$ cat config.mk
export PLATFORM = sky130hd
export DESIGN_NAME = hazard_control
export DESIGN_NICKNAME = d
export VERILOG_FILES = /design/src/rtl/hazard_pkg.sv /design/src/rtl/hazard_control_sat_counter.sv /design/src/rtl/hazard_control.sv
export SDC_FILE = /design/constraint.sdc
export NUM_CORES = 1
export LEC_CHECK = 0
export CAP_MARGIN = 20
export CORE_ASPECT_RATIO = 1.2
export CORE_MARGIN = 5
export CORE_UTILIZATION = 40
export CTS_CLUSTER_SIZE = 10
export DETAILED_ROUTE_END_ITERATION = 10
export HOLD_SLACK_MARGIN = 0.02
export PLACE_DENSITY = 0.8
export SLEW_MARGIN = 5
export SYNTH_ARGS = -nofsm -noshare
export SYNTH_HDL_FRONTEND = slang
export SYNTH_SLANG_ARGS = --single-unit
export TNS_END_PERCENT = 100
$ cat constraint.sdc
create_clock -name clk -period 2.7 [get_ports clk]
set_input_delay 0.675 -clock clk [delete_from_list [all_inputs] [get_ports clk]]
set_output_delay 0.675 -clock clk [all_outputs]
set_load 0.1 [all_outputs]
$ cat src/rtl/hazard_pkg.sv
`default_nettype none
// ============================================================================
//  Module      : hazard_pkg
//  Description : Shared constants for the pipeline hazard controller:
//                stall FSM state encoding, register-zero id, remaining-stall
//                counter width.
//  Revision    : 1.0 - initial release
// ============================================================================
package hazard_pkg;

    // Width of the remaining-extra-stall-cycles counter
    localparam int REM_W = 1;

    // Stall FSM state encoding
    localparam logic [0:0] ST_RUN   = 1'b0;
    localparam logic [0:0] ST_STALL = 1'b1;

    // Architectural register $zero never carries a dependency
    localparam logic [4:0] REG_ZERO = 5'd0;

    // Extra stall cycles owed by a jr that depends on a load in EX
    localparam logic [REM_W-1:0] JR_LOAD_REM = REM_W'(1);

endpackage : hazard_pkg
`default_nettype wire

$ cat src/rtl/hazard_control_sat_counter.sv
`default_nettype none
// ============================================================================
//  Module      : sat_counter
//  Description : Up-counter that sticks at its all-ones value instead of
//                wrapping. Asynchronous active-low clear.
//  Revision    : 1.0 - initial release
// ============================================================================
module sat_counter #(
    parameter int W = 16
) (
    input  logic         clk,
    input  logic         reset,
    input  logic         inc,
    output logic [W-1:0] count
);

    logic [W-1:0] r_count;

    // Count one per inc pulse, holding once the maximum is reached
    always_ff @(posedge clk or negedge reset) begin
        if (!reset) begin
            r_count <= '0;
        end else if (inc && (r_count != {W{1'b1}})) begin
            r_count <= r_count + W'(1);
        end
    end

    assign count = r_count;

endmodule : sat_counter
`default_nettype wire

$ cat src/rtl/hazard_control.sv
`default_nettype none
// ============================================================================
//  Module      : hazard_control
//  Description : Pipeline hazard controller. Inserts bubbles for load-use and
//                jr-dependency hazards, squashes wrong-path fetches on taken
//                branches and jumps, and keeps saturating stall/flush counts.
//  Revision    : 1.0 - initial release
// ============================================================================
module hazard_control
    import hazard_pkg::*;
#(
    parameter int CNT_W = 16
) (
    input  logic             clk,
    input  logic             reset,
    input  logic [4:0]       id_rs,
    input  logic [4:0]       id_rt,
    input  logic             id_use_rs,
    input  logic             id_use_rt,
    input  logic             id_jr,
    input  logic             id_jump,
    input  logic             ex_mem_read,
    input  logic             ex_reg_write,
    input  logic [4:0]       ex_write_reg,
    input  logic             ex_branch_taken,
    output logic             pc_write,
    output logic             if_id_write,
    output logic             if_id_flush,
    output logic             id_ex_flush,
    output logic [CNT_W-1:0] stall_count,
    output logic [CNT_W-1:0] flush_count,
    output logic             busy
);

    logic [0:0]       r_state;
    logic [REM_W-1:0] r_rem;

    logic             w_match;
    logic             w_load_use;
    logic             w_jr_hz;
    logic [0:0]       w_next_state;
    logic [REM_W-1:0] w_next_rem;
    logic             w_stall_inc;
    logic             w_flush_inc;

    // EX producer versus ID consumers; $zero is never a dependency
    assign w_match    = (ex_write_reg != REG_ZERO) &&
                        ((id_use_rs && (ex_write_reg == id_rs)) ||
                         (id_use_rt && (ex_write_reg == id_rt)));
    assign w_load_use = ex_mem_read && w_match;
    assign w_jr_hz    = id_jr && ex_reg_write &&
                        (ex_write_reg != REG_ZERO) && (ex_write_reg == id_rs);

    // Same-cycle pipeline control and next-state selection
    always_comb begin
        pc_write     = 1'b1;
        if_id_write  = 1'b1;
        if_id_flush  = 1'b0;
        id_ex_flush  = 1'b0;
        w_stall_inc  = 1'b0;
        w_flush_inc  = 1'b0;
        w_next_state = r_state;
        w_next_rem   = r_rem;

        if (!reset) begin
            // Freeze fetch and drain both pipeline registers while in reset
            pc_write     = 1'b0;
            if_id_write  = 1'b0;
            if_id_flush  = 1'b1;
            id_ex_flush  = 1'b1;
            w_next_state = ST_RUN;
            w_next_rem   = '0;
        end else if (ex_branch_taken) begin
            // Branch outcome beats any ID-side event: squash both stages once
            if_id_flush  = 1'b1;
            id_ex_flush  = 1'b1;
            w_flush_inc  = 1'b1;
            w_next_state = ST_RUN;
            w_next_rem   = '0;
        end else begin
            case (r_state)
                ST_STALL: begin
                    pc_write    = 1'b0;
                    if_id_write = 1'b0;
                    id_ex_flush = 1'b1;
                    w_stall_inc = 1'b1;
                    w_next_rem  = (r_rem != '0) ? (r_rem - REM_W'(1)) : '0;
                    if (w_next_rem == '0) begin
                        w_next_state = ST_RUN;
                    end
                end
                default: begin
                    if (w_load_use || w_jr_hz) begin
                        // Hold PC and IF/ID, bubble into EX; a pending jump
                        // is seen again once the stall clears
                        pc_write    = 1'b0;
                        if_id_write = 1'b0;
                        id_ex_flush = 1'b1;
                        w_stall_inc = 1'b1;
                        if (w_jr_hz && ex_mem_read) begin
                            // Load data reaches the jr in ID one cycle later
                            w_next_state = ST_STALL;
                            w_next_rem   = JR_LOAD_REM;
                        end
                    end else if (id_jump || id_jr) begin
                        // Target known in ID: drop the sequential fetch
                        if_id_flush = 1'b1;
                        w_flush_inc = 1'b1;
                    end
                end
            endcase
        end
    end

    // Stall FSM registers
    always_ff @(posedge clk or negedge reset) begin
        if (!reset) begin
            r_state <= ST_RUN;
            r_rem   <= '0;
        end else begin
            r_state <= w_next_state;
            r_rem   <= w_next_rem;
        end
    end

    assign busy = (r_state == ST_STALL);

    sat_counter #(.W(CNT_W)) u_stall_cnt (
        .clk   (clk),
        .reset (reset),
        .inc   (w_stall_inc),
        .count (stall_count)
    );

    sat_counter #(.W(CNT_W)) u_flush_cnt (
        .clk   (clk),
        .reset (reset),
        .inc   (w_flush_inc),
        .count (flush_count)
    );

endmodule : hazard_control
`default_nettype wire

## After elaboration in Yosys (flattened, before gate mapping)

Index checks and enable logic that the tools add are counted.
Widths: inputs -> output; s select.

- Register bits: 34
- Output and inout port bits: 37
- Word-level logic and storage cells: 56

- Add/subtract/negate cells: 3
- Equality and inequality tests: 6
- Muxes and demuxes: 28
- Reduce and logical (&&, ||, !) cells: 15

Operator list:

| operator | count |
|---|---|
| $add 16x1->16 const B | 2 |
| $ne 16x16->1 const B | 2 |
| $mux 1 | 28 |
| $eq 5x5->1 | 2 |
| $logic_and 1x1->1 | 10 |
| $ne 4x1->1 const B | 2 |
| $reduce_bool 5->1 | 1 |
| $logic_or 1x1->1 | 3 |
| $reduce_and 2->1 | 1 |
| $sub 1x1->1 const B | 1 |

## Depth between registers and ports, before layout

Gate-level depths: netlist of the first run.

- Depth in word-level cells: 11
- Mapped depth: 9
- Mapped depth without buffers: 8

## Modules after synthesis

A second synthesis of the first run with hierarchy kept.

- Cells, all modules: 176
- Area total of the unflattened synthesis: 1986.9 um^2

Modules (own cells, without submodules):

| module | times used | cells each | area each (um^2) | seq. area each (um^2) |
|---|---|---|---|---|
| sat_counter | 2 | 72 | 859.6 | 400.4 |
| hazard_control | 1 | 32 | 267.8 | 25.0 |

## Least setup slack after synthesis of the first run

No wires, ideal clock.

- Kind: input-to-output
- Start point: input port ex_write_reg[1]
- End point: output port pc_write
- Arrival: 3006 ps
- Data required time: 2025 ps
- Path slack: -981 ps
- Stages: 6
- Cells stage by stage: or4_4 -> o2111a_1 -> a21oi_1 -> o21a_2 -> o21a_1 -> buf_4

- Cells in the longest elaborated chain, start to end: 10
- Elaborated cells on any way between the ends: 15
- Those cells by class: eq/ne: 2; mux: 4; reduce/logical: 9

RTL lines:

| element | RTL line | text |
|---|---|---|
| from (decl) | hazard_control.sv:24 | `input logic [4:0] ex_write_reg,` |
| $eq 5x5->1, on equally long branches | hazard_control.sv:48, hazard_control.sv:52, hazard_control.sv:49 |  |
| $logic_and 1x1->1, on equally long branches | hazard_control.sv:48, hazard_control.sv:49 |  |
| $logic_or 1x1->1 | hazard_control.sv:48 | `((id_use_rs && (ex_write_reg == id_rs)) \|\|` |
| $logic_and 1x1->1 | hazard_control.sv:47 | `assign w_match = (ex_write_reg != REG_ZERO) &&` |
| $logic_and 1x1->1 | hazard_control.sv:50 | `assign w_load_use = ex_mem_read && w_match;` |
| $logic_or 1x1->1 (*) | hazard_control.sv:93 | `if (w_load_use \|\| w_jr_hz) begin` |
| $mux 1 (*) (4 in series) | -- |  |
| to (decl) | hazard_control.sv:26 | `output logic pc_write,` |

Every way passes the cells marked *; elsewhere a longest branch is shown, timed or not.

## Worst setup path in the final report of the first run

- Start point: input port ex_write_reg[2]
- End point: output port pc_write

- Cells in the longest elaborated chain, start to end: 10
- Elaborated cells on any way between the ends: 15
- Those cells by class: eq/ne: 2; mux: 4; reduce/logical: 9

RTL lines:

| element | RTL line | text |
|---|---|---|
| $eq 5x5->1, on equally long branches | hazard_control.sv:48, hazard_control.sv:52, hazard_control.sv:49 |  |
| $logic_and 1x1->1, on equally long branches | hazard_control.sv:48, hazard_control.sv:49 |  |
| $logic_or 1x1->1 | hazard_control.sv:48 |  |
| $logic_and 1x1->1 | hazard_control.sv:47 |  |
| $logic_and 1x1->1 | hazard_control.sv:50 |  |
| $logic_or 1x1->1 (*) | hazard_control.sv:93 |  |
| $mux 1 (*) | hazard_control.sv:93 |  |
| $mux 1 (*) | hazard_control.sv:81 | `case (r_state)` |
| $mux 1 (*) | hazard_control.sv:73 | `end else if (ex_branch_taken) begin` |
| $mux 1 (*) | hazard_control.sv:65 | `if (!reset) begin` |

Marked as above.

==> summary.txt, run 1 <==
Detailed routing
  – Pre-antenna DRT Iters: 4
  – Vias per std cell: between 5 and 6
  – Antenna-violating nets left: 0
  – Initial detailed-routing violation count: 32
  – # DRC: 0
  – WL met3: slightly above 300 um
  – Final wirelength: around 4700 um
  – Highest metal used: met4
  – Met1 WL: roughly 2000 um
  – WL/cell: 15.1 um
  – Detailed-route via count: 1570
  – Metal2 WL: 2370 um

STA
  – Worst-margin pin slew: between 0.7 and 0.8 ns
  – RSZ-0062 raised after global routing: yes
  – F_max: about 340 MHz
  – # setup viols final: 4
  – Clock Skew: 0.00475 ns
  – Final Max Slew Viols: 0
  – Period utilization: 107%
  – Fin crit period: 2.90 ns
  – Slew HR: between 50% and 60%
  – Worst setup margin: -0.200 ns
  – TNS Setup: -0.731 ns
  – Hold Fails Final Rpt: 0

CTS
  – Root Driver: clkbuf_8
  – CTS buffer count: 5
  – Max Buffers Root-to-Sink: 2
  – Clk Latency, worst-skew pair: around 0.28 ns
  – CTS tree: built
  – Clock sinks: 33
  – H-tree levels: 2
  – Clock slew at reported path FFs: roughly 0.070 ns

Synth
  – Netlist cell types: 35
  – Top FF cell, synth: dfrtp_1
  – #FFs+latches synth: 33
  – Synthesized area: roughly 1800 um2
  – Top cells by count, synth: dfrtp_1, xnor2_1, nand2_1
  – Top post-synthesis cells by area: dfrtp_1, xnor2_1, xor2_1
  – Ys Warns: 0
  – Syn Nets: roughly 190
  – Cell taking the most area after synthesis: dfrtp_1
  – Gate Count Post-Synth: 166
  – Cell with the most instances after synthesis: dfrtp_1
  – Yosys top cell area share: roughly 46%
  – Mean post-synth cell area: around 11 um2
  – Post-synth EDFFs: 0
  – Sequential fraction of the synthesis area: between 40% and 50%
  – Async S/R FF share, synth: 100%

Global route
  – GRT Total Usage: between 10% and 20%
  – Largest net degree at the start of global routing: 24
  – Total congestion overflow: 0
  – Antenna violations before repair: 0
  – Vias in the first global route: approximately 1700
  – First-pass GRT wire length: approximately 7800 um

Cells and area
  – Nets: 280
  – Area of the multi-input gates: about 1100 um2
  – Post-route cell area: 2800 um2
  – N_diodes: 0
  – Share of post-route cells with drive strength above 1: 40.8%
  – Area Overhead vs Synth: 56.7%
  – Fillers: approximately 360
  – Sequential cell area: about 830 um2

Status
  – Outcome: complete, but fails checks
  – Failing checks: setup timing

Floorplanning
  – Num ports: roughly 60
  – Starting Density: 41.6%
  – # rows: 26
  – Core footprint: around 4300 um2
  – DIE WIDTH: slightly above 70 um
  – Die Span Y: 83.2 um
  – Die ar.: about 5900 um2

Power and ir drop
  – Static Leak: ~1.3 nW
  – Pwr Density: between 600 and 700 nW/um2
  – Maximum VDD drop: 853 uV

Placement
  – Port Buffers: 60
  – HPWL after DPL: 3360 um
  – Place WS: -0.572 ns
  – Gpl congestion: around 0.87
  – Post-DP Area: about 2500 um2

Run
  – Max-cap violations: 0

Worst setup path
  – Crit Path Max Fanout: 3
  – Critical setup path kind: in -> out
  – Critical R2R Launch: u_flush_cnt.count[0]$_DFFE_PN0P_
  – Arr. time, crit path: 2.23 ns
  – Req. time, crit path: 2.03 ns
  – Worst r2r path cells: 7
  – Reg-to-reg setup timing slack: 0.28 ns
  – Crit. End Element: primary output
  – Critical path startpoint category: input port
  – RR Endpoint: u_flush_cnt.count[1]$_DFFE_PN0P_

Hold path
  – Min-Delay Path Class: in -> async
[where the power goes]
part / internal [mW] / switching, mW / total [mW]
combinational: 0.207 / 0.561 / 0.769
clock: 0.230 / 0.175 / 0.405
sequential: 0.550 / 0.0702 / 0.621
[layout make-up]
type	count	area share, %
Clock buffer	7	3.45
Tap cell	56	2.51
Clock inverter	1	0.179
Multi-Input combinational cell	129	38.2
Sequential cell	33	29.5
Inverter	2	0.269
Timing Repair Buffer	83	25.8
[logic make-up after synthesis]
group,synth area share [%]
xor gates and xnor gates,19.1
DFF,46.3
and+or+nand+nor,23.1
buffers and inverters,1.89
adders and majority gates,1.40
AOI/OAI and AO/OA,6.94
muxes,1.26
[critical path: stages]
cell and delay (ns):
buf_6 0.09, or4_4 0.53, o2111a_1 0.28, a21oi_2 0.12
o21a_2 0.17, o21a_4 0.16, buf_12 0.17
[worst max-delay path by stage]
stage	slack, ns	to	depth (start not counted)	from
floorplan	-0.38	pc_write	6	ex_write_reg[1]
global placement	-0.56	if_id_write	7	ex_write_reg[1]
detailed placement	-0.57	if_id_write	7	ex_write_reg[1]
CTS	-0.20	if_id_write	7	ex_write_reg[2]
global route	-0.24	if_id_write	7	ex_write_reg[2]
finish	-0.20	pc_write	7	ex_write_reg[2]
[stage by stage]
| step | utilization [%] | hold slack [ns] | power [mW] | instances |
|---|---|---|---|---|
| after global routing | 65.1 | 0.374 | 1.88 | 311 |
| after CTS | 63.8 | 0.366 | 1.80 | 311 |
| after floorplan | - | 0.379 | 1.17 | 166 |
| final | 65.1 | 0.374 | 1.79 | 311 |
| after detailed placement | 59.1 | 0.481 | 1.38 | 296 |
| after global placement | 59.1 | 0.476 | 1.37 | 296 |
[layer usage]
metal | GRT usage (%) | up-vias
met5 | 0 | -
met3 | 4.83 | 6
met2 | 25.5 | 56
met4 | 5.64 | 0
met1 | 21.1 | 746
li1 | - | 762
[what timing repair did]
action	CTS	global route
pin swaps	18	16
gates cloned	1	0
endpoints found under the setup margin	33	20
buffers inserted	7	2
hold buffers	0	0
gates resized for setup	40	21
[sequential cells by signal, indices dropped and copies added, names as in the netlist]
signal / count
u_flush_cnt.count: 16
u_stall_cnt.count: 16
busy: 1
[cell usage in the layout (no fill, tap or decap), types with 2 or more instances in the layout]
master / count
buf_12: 5
buf_6: 5
buf_4: 52
clkbuf_8: 7
nand3_2: 2
xor2_1: 7
nor2_4: 2
nand2_1: 15
inv_1: 2
mux2_2: 2
clkdlybuf4s50_1: 8
buf_2: 4
nand4_1: 15
xor2_2: 4
dlymetal6s2s_1: 2
nor2_1: 6
and3_1: 7
xnor2_1: 26
a211oi_4: 2
nor2b_1: 3
clkbuf_2: 3
nor3_1: 3
nand3_1: 7
dfrtp_1: 33
dlygate4sd2_1: 4
ha_1: 2
No activity file was read; power rests on OpenSTA's default activity.
==> run 2: changes to the inputs <==
- ABC_CLOCK_PERIOD_IN_PS: not set -> 2700
==> results of run 2 <==
Same layout as run 1: the final DEF is identical, and so are final timing and power.
